File: src/rtl/vga_timing_gen_if.sv
// Raster timing bundle between the VGA timing generator and the mapper / DAC stage.
// The generator owns the timing outputs; the consumer supplies the pixel qualifier.
interface vga_timing_gen_if;
  logic       pix_en;
  logic [9:0] DrawX;
  logic [9:0] DrawY;
  logic       blank;
  logic       hs;
  logic       vs;
  logic       frame_start;
  logic       hs_d;
  logic       vs_d;
  logic       blank_d;

  modport master (
    input  pix_en,
    output DrawX, DrawY, blank, hs, vs, frame_start, hs_d, vs_d, blank_d
  );

  modport slave (
    output pix_en,
    input  DrawX, DrawY, blank, hs, vs, frame_start, hs_d, vs_d, blank_d
  );
endinterface

File: src/rtl/vga_timing_gen.sv
// 640x480@60 raster counter with registered sync/blank decode, plus a pix_en-gated
// delay line that re-aligns sync/blank with the mapper's registered RGB.
module vga_timing_gen #(
  parameter int H_VISIBLE  = 640,
  parameter int H_FP       = 16,
  parameter int H_SYNC     = 96,
  parameter int H_BP       = 48,
  parameter int V_VISIBLE  = 480,
  parameter int V_FP       = 10,
  parameter int V_SYNC     = 2,
  parameter int V_BP       = 33,
  parameter int PIPE_DELAY = 2
) (
  input  logic             vga_clk,
  input  logic             reset_n,
  vga_timing_gen_if.master vga
);

  localparam logic [9:0] H_LAST = 10'(H_VISIBLE + H_FP + H_SYNC + H_BP - 1);
  localparam logic [9:0] V_LAST = 10'(V_VISIBLE + V_FP + V_SYNC + V_BP - 1);
  localparam logic [9:0] H_ACT  = 10'(H_VISIBLE);
  localparam logic [9:0] V_ACT  = 10'(V_VISIBLE);
  localparam logic [9:0] HS_BEG = 10'(H_VISIBLE + H_FP);
  localparam logic [9:0] HS_END = 10'(H_VISIBLE + H_FP + H_SYNC - 1);
  localparam logic [9:0] VS_BEG = 10'(V_VISIBLE + V_FP);
  localparam logic [9:0] VS_END = 10'(V_VISIBLE + V_FP + V_SYNC - 1);

  logic [9:0] h_q, h_d;
  logic [9:0] v_q, v_d;
  logic       hsync_q, hsync_d;
  logic       vsync_q, vsync_d;
  logic       vis_q, vis_d;
  logic       fs_q, fs_d;
  logic [2:0] dly_q [PIPE_DELAY];

  // Decode looks at the next counter value so the registered flags land with DrawX/DrawY.
  always_comb begin
    h_d = h_q;
    v_d = v_q;
    if (vga.pix_en) begin
      if (h_q == H_LAST) begin
        h_d = '0;
        v_d = (v_q == V_LAST) ? '0 : v_q + 10'd1;
      end else begin
        h_d = h_q + 10'd1;
      end
    end
    vis_d   = (h_d < H_ACT) && (v_d < V_ACT);
    hsync_d = !((h_d >= HS_BEG) && (h_d <= HS_END));
    vsync_d = !((v_d >= VS_BEG) && (v_d <= VS_END));
    fs_d    = (h_d == '0) && (v_d == '0);
  end

  // Delay stages reset to the idle sync pattern {hs=1, vs=1, blank=0}.
  always_ff @(posedge vga_clk or negedge reset_n) begin
    if (!reset_n) begin
      h_q     <= '0;
      v_q     <= '0;
      hsync_q <= 1'b1;
      vsync_q <= 1'b1;
      vis_q   <= 1'b0;
      fs_q    <= 1'b0;
      for (int i = 0; i < PIPE_DELAY; i++) dly_q[i] <= 3'b110;
    end else if (vga.pix_en) begin
      h_q      <= h_d;
      v_q      <= v_d;
      hsync_q  <= hsync_d;
      vsync_q  <= vsync_d;
      vis_q    <= vis_d;
      fs_q     <= fs_d;
      dly_q[0] <= {hsync_q, vsync_q, vis_q};
      for (int i = 1; i < PIPE_DELAY; i++) dly_q[i] <= dly_q[i-1];
    end
  end

  assign vga.DrawX       = h_q;
  assign vga.DrawY       = v_q;
  assign vga.blank       = vis_q;
  assign vga.hs          = hsync_q;
  assign vga.vs          = vsync_q;
  assign vga.frame_start = fs_q;
  assign {vga.hs_d, vga.vs_d, vga.blank_d} = dly_q[PIPE_DELAY-1];

endmodule

File: src/flat_wrapper.sv
// flat-port wrapper written by rule: the top's interface ports become plain ports
module vga_timing_gen_flat 
#(
  parameter int H_VISIBLE  = 640,
  parameter int H_FP       = 16,
  parameter int H_SYNC     = 96,
  parameter int H_BP       = 48,
  parameter int V_VISIBLE  = 480,
  parameter int V_FP       = 10,
  parameter int V_SYNC     = 2,
  parameter int V_BP       = 33,
  parameter int PIPE_DELAY = 2
)
  (vga_clk, reset_n, vga_pix_en, vga_DrawX, vga_DrawY, vga_blank, vga_hs, vga_vs, vga_frame_start, vga_hs_d, vga_vs_d, vga_blank_d);
  vga_timing_gen_if vga_i ();
  input  logic vga_clk;
  input  logic reset_n;
  input wire logic [$bits(vga_i.pix_en)-1:0] vga_pix_en;
  output wire logic [$bits(vga_i.DrawX)-1:0] vga_DrawX;
  output wire logic [$bits(vga_i.DrawY)-1:0] vga_DrawY;
  output wire logic [$bits(vga_i.blank)-1:0] vga_blank;
  output wire logic [$bits(vga_i.hs)-1:0] vga_hs;
  output wire logic [$bits(vga_i.vs)-1:0] vga_vs;
  output wire logic [$bits(vga_i.frame_start)-1:0] vga_frame_start;
  output wire logic [$bits(vga_i.hs_d)-1:0] vga_hs_d;
  output wire logic [$bits(vga_i.vs_d)-1:0] vga_vs_d;
  output wire logic [$bits(vga_i.blank_d)-1:0] vga_blank_d;
  assign vga_i.pix_en = vga_pix_en;
  assign vga_DrawX = vga_i.DrawX;
  assign vga_DrawY = vga_i.DrawY;
  assign vga_blank = vga_i.blank;
  assign vga_hs = vga_i.hs;
  assign vga_vs = vga_i.vs;
  assign vga_frame_start = vga_i.frame_start;
  assign vga_hs_d = vga_i.hs_d;
  assign vga_vs_d = vga_i.vs_d;
  assign vga_blank_d = vga_i.blank_d;
  vga_timing_gen #(.H_VISIBLE(H_VISIBLE), .H_FP(H_FP), .H_SYNC(H_SYNC), .H_BP(H_BP), .V_VISIBLE(V_VISIBLE), .V_FP(V_FP), .V_SYNC(V_SYNC), .V_BP(V_BP), .PIPE_DELAY(PIPE_DELAY)) u_core (.vga_clk(vga_clk), .reset_n(reset_n), .vga(vga_i));
endmodule
File: config.mk
export PLATFORM = sky130hd
export DESIGN_NAME = vga_timing_gen_flat
export DESIGN_NICKNAME = d
export VERILOG_FILES = /design/src/rtl/vga_timing_gen_if.sv /design/src/rtl/vga_timing_gen.sv /design/src/flat_wrapper.sv
export SDC_FILE = /design/constraint.sdc
export NUM_CORES = 1
export LEC_CHECK = 0
export CAP_MARGIN = 30
export CORE_MARGIN = 3
export CORE_UTILIZATION = 45
export DETAILED_ROUTE_END_ITERATION = 16
export PLACE_DENSITY_LB_ADDON = 0.05
export SYNTH_ARGS = -nofsm -noshare
export SYNTH_HDL_FRONTEND = slang
export SYNTH_SLANG_ARGS = --single-unit
File: constraint.sdc
create_clock -name vga_clk -period 3.25 [get_ports vga_clk]
set_clock_uncertainty 0.05 [all_clocks]
set_input_delay 0.4875 -clock vga_clk [delete_from_list [all_inputs] [get_ports vga_clk]]
set_output_delay 0.4875 -clock vga_clk [all_outputs]
set_load 0.02 [all_outputs]
==> results.txt <==
----------------------------------------------------
[Power]
  Internal power ... 881 uW
  Sequential fraction of design power ... 39.0%
  P per Cell Area ... approximately 560 mW/mm^2
  Switching Fraction ... 29.9%
  Leakage ... approximately 0.90 nW
  Total power ... 1.26 mW
  Combinational Power Share ... 23.8%
  Portion of total power attributed to the clock network ... 37.2%
  Worst IR Drop VDD ... 243 uV
  Total net switching power ... 376 uW

[Floorplan]
  Initial standard-cell utilization of the core ... 47.4%
  Height of the die ... about 69 um
  Chip width ... approximately 70 um
  Core area ... 0.00374 sq mm
  Total Die Area ... ~0.0047 sq mm
  Ports placed on the boundary ... 30
  Number of core rows ... 22

[Clock network]
  Clock latency of the later-clocked register in the worst-skew pair ... just under 0.3 ns
  Count of instances resized after the clock tree is built ... 0
  Setup Buffers After CTS ... 0
  Num Clock Sinks ... 30
  Number of H-tree branching levels ... 2
  Number of buffers created by CTS ... 5
  Clock edge transition at the registers on the reported setup and hold paths ... 0.06 ns
  Clock root buffer ... clkbuf_8
  Clock tree from TritonCTS ... yes
  Number of buffers between clock root and the deepest sink ... 2
  Hold buffers post-CTS ... 0

[STA]
  Final setup fails ... 0
  Sum of negative setup slack ... 0 ns
  Highest Clock Rate ... 369 MHz
  Post-route minimum period ... around 2.7 ns
  Max transition margin ... about 67%
  Slew Viols, Final ... 0
  Unrepaired setup endpoints after global routing ... false
  Final Hold Viols ... 0
  Transition time at the pin with the least slew margin ... 0.486 ns
  Fin crit share ... 83.4%

[Critical path]
  Arrival time worst endpoint ... between 2 and 3 ns
  CP startpoint kind ... primary input
  Kind of capture point of the worst setup path ... register
  Critical path class ... primary input to register
  Crit path required time ... 3.35 ns
  Max Fanout on Critical Path ... 12

[Yosys]
  Number of enable flip-flop cells after synthesis ... 0
  Count of mapped cells out of synthesis ... 182
  Post-synthesis cell area ... 0.00178 sq mm
  Share of synthesized area occupied by flip-flops and latches ... 42.7%
  Top cell type's share of synthesized area ... 33.8%
  Dominant cells by area after synthesis ... dfrtp_1 34%, dfstp_2 8.9%, mux2_2 5.1%, nand2_1 4.0%, xnor2_1 3.9%
  Most frequently used cell type in the post-synthesis netlist ... dfrtp_1
  Syn. warnings ... 0
  Count of cell types in the netlist ... 54
  Number of flip-flops and latches in the synthesized netlist ... 30
  Asr flop ratio synth ... 100%
  Most common library cells after synthesis ... 24 x dfrtp_1, 19 x nand2_1, 9 x nand3_1, 9 x nand4_1
  Post-Synthesis Mean Instance Area ... ~9.8 sq um
  Net count of the mapped netlist ... 188
  Top_reg_cell synth ... dfrtp_1
  Cell taking the most area after synthesis ... dfrtp_1

[Cells and area]
  Area growth syn-to-layout ... 26.9%
  Core utilization of the finished layout ... approximately three fifths
  Fin nets ... around 220
  Diodes inserted ... 0
  Fraction of final layout cells sized beyond drive strength 1 ... between 15 and 20%

[Place]
  DPL Wire Length ... 3.11 mm
  Final weighted congestion of routability-driven global placement ... 0.891
  Number of buffers added on ports ... 29

[Global routing]
  Wire length of the first global-routing pass ... 7.04 mm
  Via count of the first global-routing pass ... 1,436
  Sum of overflow across all layers after global routing ... 0
  Overall Global Routing Usage ... 20.3%
  Largest net degree at the start of global routing ... 31
  Antenna violations before repair ... 0

[Detailed routing]
  Via-to-Cell Ratio ... 5.87
  First DRT Iteration DRCs ... about 110
  Remaining antenna violation count ... 0
  Wirelength, routed ... 4.25 mm
  Via Count ... 1,539
  Avg WL per Cell ... 16.2 um
  Remaining routing DRC violations ... 0
  First-pass detailed-route iteration total ... 4

[Job]
  Number of max-cap violations ... 0

[Outcome]
  Status ... finished clean

[Worst hold path]
  Classification of the worst-slack hold path ... register to register

----------------------------------------------------
## cell usage in the layout, fill, tap and decap left out, types with 2 or more instances in the layout
cell	synthesis	layout
clkdlybuf4s50_1	0	29
dfrtp_1	24	24
nand2_1	19	19
nand4_1	9	9
nand3_1	9	9
inv_1	8	8
xnor2_1	8	8
mux2_2	8	8
a21oi_1	7	7
o21ai_0	6	6
nor2_1	6	6
clkbuf_8	0	6
buf_4	0	6
dfstp_2	6	6
nor3_1	5	5
and3_1	4	4
o21a_1	3	3
nor4_1	3	3
ha_1	3	3
or4_4	2	2
nor4b_1	2	2
or3_1	2	2
and4_1	2	2
o31ai_1	2	2
or4_1	2	2
nor3b_1	2	2
a31oi_1	2	2
a311oi_1	2	2
bufinv_16	0	2
## metal layers
| metal | global-route usage (%) | vias to the layer above | part of all wire [%] |
|---|---|---|---|
| li1 | - | 742 | - |
| met1 | 28.9 | 752 | 47 |
| met5 | 0 | - | 0 |
| met2 | 29.9 | 39 | 47 |
| met3 | 4.38 | 6 | 4.0 |
| met4 | 7.79 | 0 | 1.4 |
## state kept, by name, indices dropped and copies added (netlist names)
name / flops
u_core.vga.vs_d: 1
u_core.dly_q: 3
u_core.vga.blank: 1
u_core.vga.hs_d: 1
u_core.vga.vs: 1
u_core.vga.hs: 1
u_core.vga.DrawY: 10
u_core.vga.frame_start: 1
u_core.vga.blank_d: 1
u_core.vga.DrawX: 10
## worst paths after layout
check / startpoint / endpoint / slack [ns] / depth (start not counted)
max: vga_pix_en / u_core.vga.blank / 0.54 / 7
min: u_core.dly_q[3] / u_core.vga.blank_d / 0.45 / 1
max reg2reg: u_core.vga.DrawX[0] / u_core.vga.blank / 0.55 / 7
min reg2reg: u_core.dly_q[3] / u_core.vga.blank_d / 0.45 / 1
max in group asynchronous: reset_n / u_core.vga.vs / 2.30 / 2
min in group asynchronous: reset_n / u_core.vga.DrawY[0] / 0.53 / 2
## critical path, stage by stage
cell and delay [ns]:
clkdlybuf4s50_1 0.50, nand3_1 0.15, or4_4 0.61, or4_4 0.56, a22oi_1 0.17, nor3b_2 0.21, a311oi_1 0.12
## per-stage QoR
stage	hold slack, ns	std cells	area (sq um)	setup slack, ns
floorplan	0.142	182	1780	0.695
global route	0.470	262	2250	0.340
global placement	0.438	254	2110	0.282
detailed placement	0.444	254	2110	0.244
finish	0.452	262	2250	0.540
CTS	0.458	262	2250	0.539
## cell families (layout without fill, tap and decap cells)
family | count (synthesis) | count (layout) | share of synthesized area, %
buffers and inverters | 19 | 51 | 5.07
XOR/XNOR | 9 | 9 | 4.44
flip-flops | 30 | 30 | 42.7
multiplexers | 8 | 8 | 5.07
adder cells (fa/ha/maj) | 3 | 3 | 2.11
AO/OA/AOI/OAI | 36 | 36 | 14.4
AND/OR/NAND/NOR | 77 | 77 | 26.2
## area by class of cell
type	count	area [sq um]
Inverter	8	30.0
Clock inverter	2	60.1
Fill cell	333	1490
Clock buffer	6	82.6
Sequential cell	30	758
Multi-Input combinational cell	133	927
Timing Repair Buffer	35	335
Tap cell	48	60.1
## power by group through the flow
stage	clock, mW	sequential, mW	combinational, mW
3_5_place_dp	0	0.495	0.300
2_1_floorplan	0	0.493	0.183
6_report	0.467	0.490	0.299
4_1_cts	0.479	0.489	0.303
5_1_grt	0.496	0.501	0.327
3_3_place_gp	0	0.496	0.297
No activity file was read; power rests on OpenSTA's default activity.
